[src/rtl/gene_pruner.sv]
// gene_pruner: streams a genome of node and connection genes, drops node genes
// marked for deletion (recording them in an external deleted-node table) and
// connection genes touching a deleted node, and forwards the survivors through
// a 2-entry skid buffer. Optional statistics counters are built only when
// GENE_PRUNER_STATS_EN is defined; otherwise kept_cnt/pruned_cnt read as 0.
module gene_pruner #(
  parameter int DATA_WIDTH = 8,
  parameter int CNT_WIDTH  = 16
) (
  input  logic                  clk,
  input  logic                  rst,
  input  logic                  in_valid,
  output logic                  in_ready,
  input  logic                  in_conn,
  input  logic                  in_delete,
  input  logic [DATA_WIDTH-1:0] in_id1,
  input  logic [DATA_WIDTH-1:0] in_id2,
  input  logic                  in_last,
  output logic                  out_valid,
  input  logic                  out_ready,
  output logic                  out_conn,
  output logic [DATA_WIDTH-1:0] out_id1,
  output logic [DATA_WIDTH-1:0] out_id2,
  output logic                  out_last,
  output logic [DATA_WIDTH-1:0] tbl_id1,
  output logic [DATA_WIDTH-1:0] tbl_id2,
  output logic                  tbl_add,
  output logic                  tbl_clear,
  input  logic                  tbl_match,
  input  logic                  tbl_full,
  output logic                  overflow,
  output logic                  order_err,
  output logic                  done,
  output logic [CNT_WIDTH-1:0]  kept_cnt,
  output logic [CNT_WIDTH-1:0]  pruned_cnt
);

  typedef enum logic [1:0] {IDLE, NODES, CONNS, DONE} state_t;

  typedef struct packed {
    logic                  conn;
    logic [DATA_WIDTH-1:0] id1;
    logic [DATA_WIDTH-1:0] id2;
    logic                  last;
  } gene_t;

  state_t state;

  // evaluation register
  logic                  e_valid, e_conn, e_delete, e_last;
  logic [DATA_WIDTH-1:0] e_id1, e_id2;

  // skid buffer
  gene_t       sb_mem [2];
  logic        wr_ptr, rd_ptr;
  logic [1:0]  sb_cnt;

  logic ord_viol, node_drop, drop, slot_free, move, push, pop;

  // A node gene seen after connections have started is an ordering error and
  // is passed through untouched.
  assign ord_viol  = !e_conn && (state == CONNS);
  assign node_drop = !e_conn && e_delete && !ord_viol && !tbl_full && !tbl_match;
  assign drop      = e_conn ? tbl_match : node_drop;
  assign pop       = out_valid && out_ready;
  assign slot_free = (sb_cnt != 2'd2) || pop;
  // No evaluation during DONE: the table is being cleared that cycle, so a
  // waiting first gene of the next genome must not see stale entries.
  assign move      = e_valid && (state != DONE) && (drop || slot_free);
  assign push      = move && !drop;
  assign in_ready  = !e_valid || move;

  assign tbl_id1 = e_id1;
  assign tbl_id2 = e_conn ? e_id2 : e_id1;
  assign tbl_add = move && node_drop;

  assign out_valid = (sb_cnt != 2'd0);
  assign out_conn  = sb_mem[rd_ptr].conn;
  assign out_id1   = sb_mem[rd_ptr].id1;
  assign out_id2   = sb_mem[rd_ptr].id2;
  assign out_last  = sb_mem[rd_ptr].last;

  // Load the next gene into E whenever it is empty or its gene leaves.
  always_ff @(posedge clk or posedge rst) begin
    if (rst) begin
      e_valid  <= 1'b0;
      e_conn   <= 1'b0;
      e_delete <= 1'b0;
      e_last   <= 1'b0;
      e_id1    <= '0;
      e_id2    <= '0;
    end else if (in_ready) begin
      e_valid  <= in_valid;
      e_conn   <= in_conn;
      e_delete <= in_delete;
      e_last   <= in_last;
      e_id1    <= in_id1;
      e_id2    <= in_id2;
    end
  end

  // Skid buffer storage; entries are only read while counted valid.
  always_ff @(posedge clk) begin
    if (push) sb_mem[wr_ptr] <= '{conn: e_conn, id1: e_id1, id2: e_id2, last: e_last};
  end

  // Skid buffer pointers and occupancy.
  always_ff @(posedge clk or posedge rst) begin
    if (rst) begin
      wr_ptr <= 1'b0;
      rd_ptr <= 1'b0;
      sb_cnt <= 2'd0;
    end else begin
      if (push) wr_ptr <= ~wr_ptr;
      if (pop)  rd_ptr <= ~rd_ptr;
      sb_cnt <= sb_cnt + {1'b0, push} - {1'b0, pop};
    end
  end

  // Genome phase tracking, end-of-genome pulses and sticky error flags.
  always_ff @(posedge clk or posedge rst) begin
    if (rst) begin
      state     <= IDLE;
      done      <= 1'b0;
      tbl_clear <= 1'b1;
      overflow  <= 1'b0;
      order_err <= 1'b0;
    end else begin
      done      <= 1'b0;
      tbl_clear <= 1'b0;
      case (state)
        DONE: state <= IDLE;
        default: begin
          if (move) begin
            if (e_last) begin
              state     <= DONE;
              done      <= 1'b1;
              tbl_clear <= 1'b1;
            end else if (e_conn) begin
              state <= CONNS;
            end else if (state == IDLE) begin
              state <= NODES;
            end
          end
        end
      endcase
      if (move && ord_viol) order_err <= 1'b1;
      if (move && !e_conn && e_delete && !ord_viol && tbl_full && !tbl_match)
        overflow <= 1'b1;
    end
  end

`ifdef GENE_PRUNER_STATS_EN
  logic [CNT_WIDTH-1:0] kept_q, pruned_q;
  assign kept_cnt   = kept_q;
  assign pruned_cnt = pruned_q;

  // Saturating per-genome statistics, cleared along with the table.
  always_ff @(posedge clk or posedge rst) begin
    if (rst) begin
      kept_q   <= '0;
      pruned_q <= '0;
    end else if (tbl_clear) begin
      kept_q   <= '0;
      pruned_q <= '0;
    end else begin
      if (push && (kept_q != '1)) kept_q <= kept_q + CNT_WIDTH'(1);
      if (move && drop && (pruned_q != '1)) pruned_q <= pruned_q + CNT_WIDTH'(1);
    end
  end
`else
  assign kept_cnt   = '0;
  assign pruned_cnt = '0;
`endif

endmodule

[config.mk]
export PLATFORM = sky130hd
export DESIGN_NAME = gene_pruner
export DESIGN_NICKNAME = d
export VERILOG_FILES = /design/src/rtl/gene_pruner.sv
export SDC_FILE = /design/constraint.sdc
export NUM_CORES = 1
export LEC_CHECK = 0
export CELL_PAD_IN_SITES_DETAIL_PLACEMENT = 2
export CELL_PAD_IN_SITES_GLOBAL_PLACEMENT = 2
export CORE_MARGIN = 4
export CORE_UTILIZATION = 28
export DETAILED_ROUTE_END_ITERATION = 10
export GPL_TIMING_DRIVEN = 0
export PLACE_DENSITY = 0.74
export SLEW_MARGIN = 20
export SYNTH_ARGS = -nofsm -noshare
export SYNTH_HDL_FRONTEND = slang
export SYNTH_SLANG_ARGS = --single-unit
[constraint.sdc]
create_clock -name clk -period 2.6 [get_ports clk]
set_clock_uncertainty 0.1 [all_clocks]
set_input_delay 0.65 -clock clk [delete_from_list [all_inputs] [get_ports clk]]
set_output_delay 0.65 -clock clk [all_outputs]
set_load 0.01 [all_outputs]
==> metrics.txt <==
status=finished, violations left; violated checks=setup timing; commonest register cell after synthesis=sky130_fd_sc_hd__edfxtp_1; transition time at the pin with the least slew margin=around 0.67 ns; FFs w/ async S/R, synth=a little under half; total length of routed wires=between 7 and 8 mm; maximum frequency from static timing analysis=352 MHz; worst skew pair latency=0.33 ns; worst r2r src=state[1]$_DFFE_PP0P_; worst rel slew slack=54.9%; largest driver fanout on the critical path=2; number of register bits inferred by synthesis=66; share of total power in combinational logic=about 45%; post-route core utilization=approximately two fifths; dpl ws=-1.03 ns; Data required, critical path=1.85 ns; Routed WL per cell=between 15 and 20 um; Clock power frac=about a fifth; Post-route DRC=0; row cnt=37; commonest cells in the netlist=sky130_fd_sc_hd__edfxtp_1 (36), sky130_fd_sc_hd__buf_4 (32), sky130_fd_sc_hd__dfrtp_1 (29); total core area=~10000 um2; gr ovfl total=0; ratio of routed vias to standard cells=~4; endpoint kind of the worst setup timing path=primary output; number of port buffers=between 60 and 70; Internal Pwr Total=3270 uW; area leader, netlist=sky130_fd_sc_hd__edfxtp_1; synthesized cell area=between 3000 and 4000 um2; RD Place Congestion=0.697; number of library cell types mapped by synthesis=32; number of buffers inserted by hold repair at cts=0; clock root buffer=sky130_fd_sc_hd__clkbuf_8; RSZ-0062 raised after global routing=yes; Switching Share=about a third; nets@finish=~340; # Max-Cap Violations=0; Tightest Hold Check Type=flop to flop; starting density of the core=between 20% and 30%; CP startpoint kind=flop; crit share post-route=109%; Worst IR Drop VDD=roughly 0.5 mV; final setup slack of the worst path=-0.237 ns; number of buffers on the longest clock path=2; detailed placement HPWL=around 5.1 mm; antenna viol nets, final=0; overall die area=12500 um2; count of vias placed by the detailed router=around 1.8k; pin count of the biggest net entering global routing=31; top-area cell type share of the netlist area=between 30% and 40%; Final Hold Vio Count=0; crit-path leading delay family=simple AND/OR/NAND/NOR gates; Vert. Die Dim=112 um; number of warnings reported in the yosys synthesis log=0; total power divided by cell area=~1100 nW/um2; critical path cell sequence=ha_4 -> or4b_4 -> o211ai_4 -> buf_6 -> nand2_4 -> nor3_2 -> buf_2; cts bufs inserted=9; count of boundary I/O pins=98; final worst path period need=~2.8 ns; H-tree levels=3; Synth Area per Inst=15.8 um2; wire length of the first global-routing pass=~12 mm; Setup Viol. Count Final=2; Reg clk slew, reported paths=0.07 ns; number of global-route vias before repair=between 2k and 2.5k; hold_sp=order_err$_DFFE_PP0P_; number of antenna violations at the first check in global routing=0; cell with the largest stage delay on the worst path=sky130_fd_sc_hd__or4b_4; data arrival time of the critical path=between 2 and 2.5 ns; largest cells by area after synthesis=sky130_fd_sc_hd__edfxtp_1 (36%), sky130_fd_sc_hd__dfrtp_1 (24%), sky130_fd_sc_hd__mux2_2 (10%); number of enable-type register cells in the synthesized netlist=36; CP peak stage delay=between 0.5 and 0.6 ns; P_sw=approximately 1500 uW; Clock Sinks=66; instance count of the mapped netlist=roughly 190; Worst Setup SP=state[1]$_DFFE_PP0P_; total routing resource utilization after global routing=about 12%; count of antenna diodes in the layout=0; share of total power in sequential cells=between 30% and 40%; CTS tree=built; Worst Path Class, Setup=flop to primary output; violation count after the first detailed-routing iteration=21; area delta synth->final=44.9%; Static Leakage=~0.0019 uW; most frequently used cell type in the post-synthesis netlist=sky130_fd_sc_hd__edfxtp_1; Final Max Tran Viols=0; number of optimization iterations in the first detailed-route pass=3; register area share after synthesis=60.8%; worst path buffer plus inverter count=2; width of the chip=112 um; share of cells above drive strength 1=a little over two fifths
==> state kept, by name (all words and copies together) (netlist names) <==
signal and flops:
sb_cnt 2, tbl_id1 8, tbl_clear 1, rd_ptr 1, e_id2 8, e_delete 1
wr_ptr 1, sb_mem 36, e_last 1, order_err 1, overflow 1, state 2
done 1, e_conn 1, e_valid 1
==> power groups by stage <==
stage	Sequential (uW)	Combinational (uW)	Clock, uW
5_1_grt	1750	2280	1010
2_1_floorplan	1680	1080	0
3_5_place_dp	1710	1940	0
6_report	1700	2120	940
4_1_cts	1710	2110	972
3_3_place_gp	1690	1880	0
==> path summary, 6_finish.rpt <==
path                                          endpoint  slack, ns  cells past startpoint
max in group asynchronous           e_conn$_DFFE_PP0P_       1.29                      2
worst min-delay path             order_err$_DFFE_PP0P_       0.41                      1
worst max register to register     sb_cnt[1]$_DFF_PP0_       0.08                      9
worst min register to register   order_err$_DFFE_PP0P_       0.41                      1
worst max-delay path                           tbl_add      -0.24                      7
min in group asynchronous       tbl_id1[2]$_DFFE_PP0P_       0.63                      2
==> layer usage <==
metal | up-vias | wire, um | GRT usage [%]
li1 | 861 | - | -
met1 | 911 | 3060 | 13.6
met4 | 0 | 82 | 4.14
met2 | 54 | 4120 | 22.9
met3 | 8 | 368 | 3.37
met5 | - | 0 | 0
==> placed cells by master, fill, tap and decap left out, types with 2 or more instances in the layout <==
cell type / n
sky130_fd_sc_hd__inv_2: 2
sky130_fd_sc_hd__clkdlybuf4s50_1: 60
sky130_fd_sc_hd__xnor2_1: 3
sky130_fd_sc_hd__dfrtp_2: 2
sky130_fd_sc_hd__clkbuf_8: 11
sky130_fd_sc_hd__conb_1: 32
sky130_fd_sc_hd__dfrtp_1: 27
sky130_fd_sc_hd__dlygate4sd2_1: 2
sky130_fd_sc_hd__a21oi_1: 3
sky130_fd_sc_hd__bufinv_16: 2
sky130_fd_sc_hd__edfxtp_1: 36
sky130_fd_sc_hd__ha_1: 2
sky130_fd_sc_hd__nand2_1: 2
sky130_fd_sc_hd__mux2_4: 18
sky130_fd_sc_hd__mux2_2: 27
sky130_fd_sc_hd__nor2b_1: 2
sky130_fd_sc_hd__inv_1: 3
sky130_fd_sc_hd__clkinvlp_4: 2
sky130_fd_sc_hd__o22ai_1: 2
sky130_fd_sc_hd__buf_6: 3
sky130_fd_sc_hd__buf_4: 47
sky130_fd_sc_hd__nor2_1: 2
==> worst register-to-register path, stage by stage, from the launching register on <==
cell,delay [ns]
sky130_fd_sc_hd__dfrtp_1,0.42
sky130_fd_sc_hd__ha_4,0.18
sky130_fd_sc_hd__or4b_4,0.53
sky130_fd_sc_hd__buf_4,0.17
sky130_fd_sc_hd__o211a_4,0.24
sky130_fd_sc_hd__and2_4,0.16
sky130_fd_sc_hd__xnor2_2,0.13
sky130_fd_sc_hd__ha_1,0.19
sky130_fd_sc_hd__xnor2_1,0.18
sky130_fd_sc_hd__xnor2_1,0.13
==> per-stage QoR <==
step / std cells / total power [uW] / instance area [um2] / TNS [ns] / hold WS (ns)
finish: 454 / 4770 / 4370 / -0.406 / 0.406
global route: 454 / 5050 / 4370 / -0.593 / 0.435
CTS: 451 / 4790 / 4320 / -0.628 / 0.398
detailed placement: 424 / 3650 / 3970 / -28.56 / 0.370
global placement: 423 / 3570 / 3950 / -40.55 / 0.353
floorplan: 222 / 2750 / 3130 / 0 / 0.340
==> logic make-up after synthesis <==
family                     count (synthesis)  share of synthesized area (%)
buffers and inverters                     43                           10.4
xor gates and xnor gates                   5                           1.45
AOI/OAI and AO/OA                         11                           3.36
other                                      1                          0.124
muxes                                     45                           19.1
and+or+nand+nor                           17                           3.53
adders and majority gates                  3                           1.25
DFF                                       66                           60.8
==> cell type report <==
cell class / instances / area [um2]
fillers: 1032 / 6050
well taps: 136 / 170
flip-flops and latches: 66 / 1840
repair buffers: 83 / 797
clock buffers: 9 / 124
clock inverters: 7 / 92.6
multi-input cells: 113 / 1040
plain buffers: 35 / 288
inverters: 5 / 18.8
==> what timing repair did <==
| item | in CTS | in global routing |
|---|---|---|
| endpoints found under the setup margin | 58 | 32 |
| setup buffers | 13 | 4 |
| pin swaps | 4 | 4 |
| resized for setup | 26 | 9 |
No activity file was read; power rests on OpenSTA's default activity.
